<file path="config.mk">
export PLATFORM = sky130hd
export DESIGN_NAME = sll_seq
export DESIGN_NICKNAME = d
export VERILOG_FILES = /design/src/rtl/sll_seq.sv
export SDC_FILE = /design/constraint.sdc
export NUM_CORES = 1
export LEC_CHECK = 0
export BUFFER_PORTS_ARGS = -buffer_cell sky130_fd_sc_hd__buf_2
export CELL_PAD_IN_SITES_DETAIL_PLACEMENT = 0
export CELL_PAD_IN_SITES_GLOBAL_PLACEMENT = 2
export CORE_UTILIZATION = 37
export CTS_BUF_LIST = sky130_fd_sc_hd__clkbuf_4 sky130_fd_sc_hd__clkbuf_8
export DETAILED_ROUTE_END_ITERATION = 8
export PLACE_DENSITY = 0.95
export SLEW_MARGIN = 10
export SYNTH_ARGS = -nofsm -noshare
export SYNTH_HDL_FRONTEND = slang
export SYNTH_SLANG_ARGS = --single-unit
</file>
<file path="constraint.sdc">
create_clock -name clk -period 4.8 [get_ports clk]
set_clock_uncertainty 0.05 [all_clocks]
set_input_delay 0.96 -clock clk [delete_from_list [all_inputs] [get_ports clk]]
set_output_delay 0.96 -clock clk [all_outputs]
set_load 0.02 [all_outputs]
</file>
<file path="src/rtl/sll_seq.sv">
// Multi-cycle logical shift-left unit: shifts up to STEP bits per clock.
// Ports: clk/rst_n, flush, in_valid/in_ready/a/sh, out_valid/out_ready/result, busy.
module sll_seq #(
  parameter int WIDTH = 32,
  parameter int SHW   = 5,
  parameter int STEP  = 4
) (
  input  logic             clk,
  input  logic             rst_n,
  input  logic             flush,
  input  logic             in_valid,
  output logic             in_ready,
  input  logic [WIDTH-1:0] a,
  input  logic [SHW-1:0]   sh,
  output logic             out_valid,
  input  logic             out_ready,
  output logic [WIDTH-1:0] result,
  output logic             busy
);

  typedef enum logic [1:0] {
    IDLE,
    SHIFT,
    DONE
  } state_e;

  localparam logic [SHW-1:0] STEP_C = SHW'(STEP);

  state_e           state_q, state_d;
  logic [WIDTH-1:0] acc_q, acc_d;
  logic [SHW-1:0]   cnt_q, cnt_d;

  always_comb begin
    state_d = state_q;
    acc_d   = acc_q;
    cnt_d   = cnt_q;
    if (flush) begin
      // abort wins over everything, including an accept in IDLE
      state_d = IDLE;
      cnt_d   = '0;
    end else begin
      case (state_q)
        IDLE: begin
          if (in_valid) begin
            acc_d   = a;
            cnt_d   = sh;
            state_d = (sh == '0) ? DONE : SHIFT;
          end
        end
        SHIFT: begin
          // residual step uses cnt < STEP so cnt never underflows
          if (cnt_q >= STEP_C) begin
            acc_d = acc_q << STEP;
            cnt_d = cnt_q - STEP_C;
          end else begin
            acc_d = acc_q << cnt_q;
            cnt_d = '0;
          end
          if (cnt_d == '0) begin
            state_d = DONE;
          end
        end
        DONE: begin
          if (out_ready) begin
            state_d = IDLE;
          end
        end
        default: begin
          state_d = IDLE;
        end
      endcase
    end
  end

  always_ff @(posedge clk or negedge rst_n) begin
    if (!rst_n) begin
      state_q <= IDLE;
      acc_q   <= '0;
      cnt_q   <= '0;
    end else begin
      state_q <= state_d;
      acc_q   <= acc_d;
      cnt_q   <= cnt_d;
    end
  end

  assign in_ready  = (state_q == IDLE);
  assign out_valid = (state_q == DONE);
  assign busy      = (state_q != IDLE);
  assign result    = acc_q;

endmodule

</file>
==> flow_metrics.env, run 1 <==
export IMPL_max_clock_freq_ghz=0.342
export IMPL_die_h_um=95.4
export IMPL_crit_path_end_kind="register"
export IMPL_cp_required_ns=4.97
export IMPL_postSynth_asyncResetShare_pct=100
export IMPL_timing_critical_path_from_type="register"
export IMPL_maximum_count_of_clock_buffers_along_a_single_path=2
export IMPL_finalSetupViolations=0
export IMPL_layout_drive_gt1_share_pct=33.0
export IMPL_ctsRootBufferMaster="sky130_fd_sc_hd__clkbuf_8"
export IMPL_timing_max_cap_violations=0
export IMPL_synth_seq_area_share_pct=30.2
export IMPL_ys_seq_elements=39
export IMPL_cts_repair_resized=0
export IMPL_edff_count_synth=0
export IMPL_synth_distinct_cells=56
export IMPL_final_antenna_net_count=0
export IMPL_route_detailed_vias_per_inst=5.96
export IMPL_initial_utilization_pct=38.7
export IMPL_grt_resource_usage_total_pct=20.2
export IMPL_critPathArrivalTime_ns=3.09
export IMPL_chipWidth_um=95.4
export IMPL_synth_warning_count=0
export IMPL_drt_iter0_markers=146
export IMPL_drt_total_wl_um=8960
export IMPL_grt_pass1_vias=2764
export IMPL_routabilityCongestion=0.885
export IMPL_summed_instance_area_of_the_synthesized_netlist_mm2=0.00323
export IMPL_coreArea_mm2=0.00834
export IMPL_drcViolationCount=0
export IMPL_numPortBuffers=76
export IMPL_setup_reg_to_reg_worst_slack_ns=1.87
export IMPL_dieArea_mm2=0.00910
export IMPL_status="finished clean"
export IMPL_vdd_ir_drop_max_mv=0.182
export IMPL_report_final_slew_viol_count=0
export IMPL_grt_pass1_wl_um=14300
export IMPL_diodes=0
export IMPL_rows=33
export IMPL_slew_headroom_pct=28.1
export IMPL_postSynthAreaPerCell_um2=9.72
export IMPL_dp_hpwl_um=6080
export IMPL_grt_overflow=0
export IMPL_cts_buffers=5
export IMPL_clkSinkCount=39
export IMPL_timing_worst_slew_pin_value_ns=1.07
export IMPL_vias=2918
export IMPL_cts_setup_buffers=0
export IMPL_power_leakage_nw=1.51
export IMPL_setup_tns_final_ns=0
export IMPL_antenna_found_initial=0
export IMPL_layout_min_cycle_time_ns=2.93
export IMPL_cts_tree="done"
export IMPL_cts_hold_buffers=0
export IMPL_detail_route_first_pass_iterations=5
export IMPL_worst_skew_pair_late_latency_ns=0.29
export IMPL_synthesis_nets=376
export IMPL_synth_main_ff_cell="sky130_fd_sc_hd__dfrtp_1"
export IMPL_synth_top_cells_by_area="sky130_fd_sc_hd__dfrtp_1 (30%), sky130_fd_sc_hd__mux4_2 (18%), sky130_fd_sc_hd__a211oi_1 (5.1%)"
export IMPL_netlist_area_leader_share_pct=30.2
export IMPL_hold_violations=0
export IMPL_post_synth_top_area_cell="sky130_fd_sc_hd__dfrtp_1"
export IMPL_number_of_top_level_pins=77
export IMPL_path_clk_slew_ns=0.08
export IMPL_final_min_period_over_clock_period_pct=61.0
export IMPL_detail_route_wl_per_cell_um=18.3
export IMPL_post_synth_inst_count=332
export IMPL_area_growth_pct=13.9
export IMPL_grt_setup_unrepaired="no"
export IMPL_grt_start_max_net_pins=45
export IMPL_critical_path_peak_fanout=22
export IMPL_final_core_util_pct=44.1
export IMPL_timing_setup_critical_path_class="register to register"
export IMPL_ctsHtreeMaxLevel=2
export IMPL_layout_nets=428
export IMPL_pwr_density_cell_mw_per_mm2=412
export IMPL_min_delay_path_class="register to register"
-- cells in the mapped netlist, drive strengths merged (4+ instances only) --
cell    number
nor2        24
a32oi        5
a21oi        6
o21ai       40
nor3         6
buf         22
clkbuf      13
a211oi      22
a31oi       10
and3        15
mux4        26
dfrtp       39
nand2b       4
mux2i       13
and2         9
nand2       24
inv          9
-- metal layers --
layer	vias to the layer above	global-route usage [%]	wire (um)
li1	1380	-	-
met1	1414	29.4	4110
met2	117	31.5	4140
met3	7	3.51	641
met4	0	4.23	62
met5	-	0	0
-- flip-flops by register name (all words and copies together), names as in the netlist --
name     flops
result      32
state_q      2
cnt_q        5
-- power breakdown --
group          internal [mW]  total, mW  leakage (nW)  switching (mW)
clock network          0.137      0.255        0.0549           0.118
logic                  0.319      0.676         0.984           0.357
registers              0.407      0.585         0.471           0.178
total                  0.862       1.52          1.51           0.654
-- layout make-up --
class                           count  area (um^2)
Clock buffer                        8          104
Fill cell                         848         4660
Inverter                            9         33.8
Multi-Input combinational cell    249         2020
Sequential cell                    39          978
Tap cell                          105          131
Timing Repair Buffer               80          410
-- critical path, stage by stage, from the launching register on --
cell	delay (ns)
sky130_fd_sc_hd__dfrtp_1	0.63
sky130_fd_sc_hd__inv_1	0.24
sky130_fd_sc_hd__ha_1	0.25
sky130_fd_sc_hd__or3b_1	0.50
sky130_fd_sc_hd__nand2_1	0.35
sky130_fd_sc_hd__buf_4	0.37
sky130_fd_sc_hd__a311o_1	0.33
sky130_fd_sc_hd__a21oi_1	0.13
-- final timing paths --
| kind | from | endpoint | cells past startpoint |
|---|---|---|---|
| max in group asynchronous | rst_n | cnt_q[1]$_DFFE_PN0P_ | 1 |
| setup / recovery | cnt_q[3]$_DFFE_PN0P_ | state_q[1]$_DFFE_PN0P_ | 7 |
| hold / removal | result[30]$_DFFE_PN0P_ | result[30]$_DFFE_PN0P_ | 1 |
| setup reg to reg | cnt_q[3]$_DFFE_PN0P_ | state_q[1]$_DFFE_PN0P_ | 7 |
| hold reg to reg | result[30]$_DFFE_PN0P_ | result[30]$_DFFE_PN0P_ | 1 |
| min in group asynchronous | rst_n | result[15]$_DFFE_PN0P_ | 1 |
-- through the flow --
| step | std cells | area, um^2 | hold slack [ns] | total power [mW] | worst slack (ns) |
|---|---|---|---|---|---|
| 2_1_floorplan | 332 | 3230 | 0.433 | 1.06 | 2.67 |
| 3_3_place_gp | 482 | 3570 | 0.465 | 1.26 | 2.02 |
| 3_5_place_dp | 482 | 3570 | 0.465 | 1.27 | 1.92 |
| 4_1_cts | 490 | 3680 | 0.487 | 1.53 | 1.89 |
| 5_1_grt | 490 | 3680 | 0.496 | 1.62 | 1.65 |
| 6_report | 490 | 3680 | 0.483 | 1.52 | 1.87 |
-- layout by cell type (no fill, tap or decap), types with 3 or more instances in the layout --
| cell type | n |
|---|---|
| sky130_fd_sc_hd__buf_2 | 76 |
| sky130_fd_sc_hd__dfrtp_1 | 37 |
| sky130_fd_sc_hd__o21ai_0 | 32 |
| sky130_fd_sc_hd__mux4_2 | 26 |
| sky130_fd_sc_hd__nand2_1 | 24 |
| sky130_fd_sc_hd__a211oi_1 | 22 |
| sky130_fd_sc_hd__nor2_1 | 22 |
| sky130_fd_sc_hd__and3_1 | 15 |
| sky130_fd_sc_hd__mux2i_1 | 13 |
| sky130_fd_sc_hd__a31oi_1 | 10 |
| sky130_fd_sc_hd__inv_1 | 9 |
| sky130_fd_sc_hd__o21ai_1 | 8 |
| sky130_fd_sc_hd__and2_1 | 7 |
| sky130_fd_sc_hd__clkbuf_8 | 7 |
| sky130_fd_sc_hd__a21oi_1 | 5 |
| sky130_fd_sc_hd__a32oi_1 | 5 |
| sky130_fd_sc_hd__nand2b_1 | 4 |
| sky130_fd_sc_hd__nor3_1 | 4 |
| sky130_fd_sc_hd__buf_4 | 4 |
| sky130_fd_sc_hd__o211ai_1 | 3 |
| sky130_fd_sc_hd__a221oi_1 | 3 |
| sky130_fd_sc_hd__a22o_1 | 3 |
-- kinds of logic (layout without fill, tap and decap cells) --
kind of cell	after synthesis	after routing	synth area share, %
adder cells (fa/ha/maj)	2	2	0.775
multiplexers	40	40	22.5
AND/OR/NAND/NOR	94	94	15.0
buffers and inverters	44	97	7.36
flip-flops	39	39	30.2
AO/OA/AOI/OAI	112	112	23.8
XOR/XNOR	1	1	0.271
Note: power is estimated with default switching activity, not from simulation.
==> run 2, diff against run 1 <==
CORE_UTILIZATION = 34   (was 37)
PLACE_DENSITY = 0.88   (was 0.95)
clock period = 2.9 ns   (was 4.8 ns; I/O delays follow)
==> flow_metrics.env, run 2 (same netlist as run 1, synthesis figures left out) <==
export IMPL_drt_total_wl_um=9230
export IMPL_timing_max_cap_violations=0
export IMPL_sequential_cell_area_um2=978
export IMPL_report_final_slew_viol_count=0
export IMPL_diodes=0
export IMPL_layout_drive_gt1_share_pct=34.4
export IMPL_route_detailed_vias_per_inst=5.73
export IMPL_pwr_density_cell_mw_per_mm2=675
export IMPL_mostFrequentLayoutCells="sky130_fd_sc_hd__buf_2 (76), sky130_fd_sc_hd__dfrtp_1 (37), sky130_fd_sc_hd__o21ai_0 (32), sky130_fd_sc_hd__mux4_2 (26), sky130_fd_sc_hd__nand2_1 (24)"
export IMPL_numPortBuffers=76
export IMPL_ctsRootBufferMaster="sky130_fd_sc_hd__clkbuf_8"
export IMPL_timing_rr_start="cnt_q[1]$_DFFE_PN0P_"
export IMPL_critPathArrivalTime_ns=2.33
export IMPL_number_of_top_level_pins=77
export IMPL_finalSetupViolations=0
export IMPL_antenna_found_initial=0
export IMPL_grt_setup_unrepaired="no"
export IMPL_crit_path_end_kind="register"
export IMPL_final_antenna_net_count=0
export IMPL_detail_route_first_pass_iterations=4
export IMPL_area_growth_pct=16.9
export IMPL_final_fill_count=932
export IMPL_routabilityCongestion=0.825
export IMPL_drt_iter0_markers=198
export IMPL_cts_repair_resized=0
export IMPL_drcViolationCount=0
export IMPL_initial_utilization_pct=34.9
export IMPL_min_delay_path_class="input port to async pin"
export IMPL_ctsHtreeMaxLevel=2
export IMPL_vdd_ir_drop_max_mv=0.230
export IMPL_path_clk_slew_ns=0.09
export IMPL_status="finished clean"
export IMPL_multiInputGateArea_mm2=0.00202
export IMPL_die_h_um=99.4
export IMPL_timing_critical_path_from_type="register"
export IMPL_clkSinkCount=39
export IMPL_critical_path_peak_fanout=24
export IMPL_cts_buffers=5
export IMPL_fin_worst_hold_slack_ns=0.364
export IMPL_grt_pass1_wl_um=15000
export IMPL_cts_hold_buffers=0
export IMPL_rows=35
export IMPL_chipWidth_um=99.4
export IMPL_maximum_count_of_clock_buffers_along_a_single_path=2
export IMPL_hold_violations=0
export IMPL_timing_critical_path_from="cnt_q[1]$_DFFE_PN0P_"
export IMPL_worst_skew_pair_late_latency_ns=0.30
export IMPL_largest_register_ff_count=32
export IMPL_coreArea_mm2=0.00924
export IMPL_layout_min_cycle_time_ns=2.22
export IMPL_grt_pass1_vias=2811
export IMPL_grt_start_max_net_pins=44
export IMPL_setup_tns_final_ns=0
export IMPL_detail_route_wl_per_cell_um=17.7
export IMPL_fin_total_pwr_mw=2.55
export IMPL_cts_setup_buffers=0
export IMPL_layout_cells_most_common="sky130_fd_sc_hd__buf_2"
export IMPL_layout_nets=435
export IMPL_max_clock_freq_ghz=0.450
export IMPL_vias=2983
export IMPL_timing_setup_critical_path_class="register to register"
export IMPL_power_leakage_nw=1.55
export IMPL_slew_headroom_pct=38.0
export IMPL_cp_required_ns=3.01
export IMPL_timing_worst_slew_pin_value_ns=0.930
export IMPL_grt_overflow=0
export IMPL_final_min_period_over_clock_period_pct=76.7
export IMPL_dp_hpwl_um=6370
export IMPL_cts_tree="done"
export IMPL_grt_resource_usage_total_pct=19.1
export IMPL_dieArea_mm2=0.00989
## run 2: changes by cell type in the layout (fill, tap and decap cells not counted)
cell                       before  now
sky130_fd_sc_hd__buf_4          4   10
sky130_fd_sc_hd__nand2b_2       0    1
sky130_fd_sc_hd__buf_12         0    1
sky130_fd_sc_hd__nand2b_1       4    3
## run 2: per-stage QoR
stage / setup slack [ns] / area (um^2) / utilization, % / std cells
CTS: 0.693 / 3770 / 40.9 / 521
global route: 0.571 / 3770 / 40.9 / 521
floorplan: 0.914 / 3230 / - / 332
finish: 0.677 / 3770 / 40.9 / 521
detailed placement: 0.668 / 3670 / 39.7 / 513
global placement: 0.688 / 3670 / 39.7 / 513
## run 2: power by group
group / internal (mW) / switching (mW) / leakage [nW]
sequential: 0.674 / 0.272 / 0.471
combinational: 0.548 / 0.622 / 1.02
clock: 0.227 / 0.206 / 0.0549
## run 2: worst paths after layout
path | endpoint | slack [ns] | cells after the start
setup / recovery | result[15]$_DFFE_PN0P_ | 0.68 | 5
hold / removal | result[13]$_DFFE_PN0P_ | 0.36 | 1
setup reg to reg | result[15]$_DFFE_PN0P_ | 0.68 | 5
hold reg to reg | result[30]$_DFFE_PN0P_ | 0.47 | 1
max in group asynchronous | cnt_q[1]$_DFFE_PN0P_ | 1.81 | 1
min in group clk | result[30]$_DFFE_PN0P_ | 0.47 | 1
## run 2: area by class of cell
cell class	count	share of cell area [%]
Multi-Input combinational cell	249	53.6
Clock buffer	8	2.75
Timing Repair Buffer	87	12.6
Sequential cell	39	25.9
Inverter	9	0.895
Tap cell	129	4.28
## run 2: critical path: stages (launching register included)
cell,delay [ns]
sky130_fd_sc_hd__dfrtp_2,0.72
sky130_fd_sc_hd__buf_4,0.38
sky130_fd_sc_hd__mux4_2,0.37
sky130_fd_sc_hd__mux2_2,0.27
sky130_fd_sc_hd__o21ai_1,0.17
sky130_fd_sc_hd__a31oi_1,0.11
## run 2: metal layers
metal	part of all wire, %	global-route usage [%]	vias up
met1	47	27.6	1465
met3	6.7	3.30	6
met2	46	29.8	112
li1	-	-	1400
met4	0.43	4.98	0
met5	0	0	-
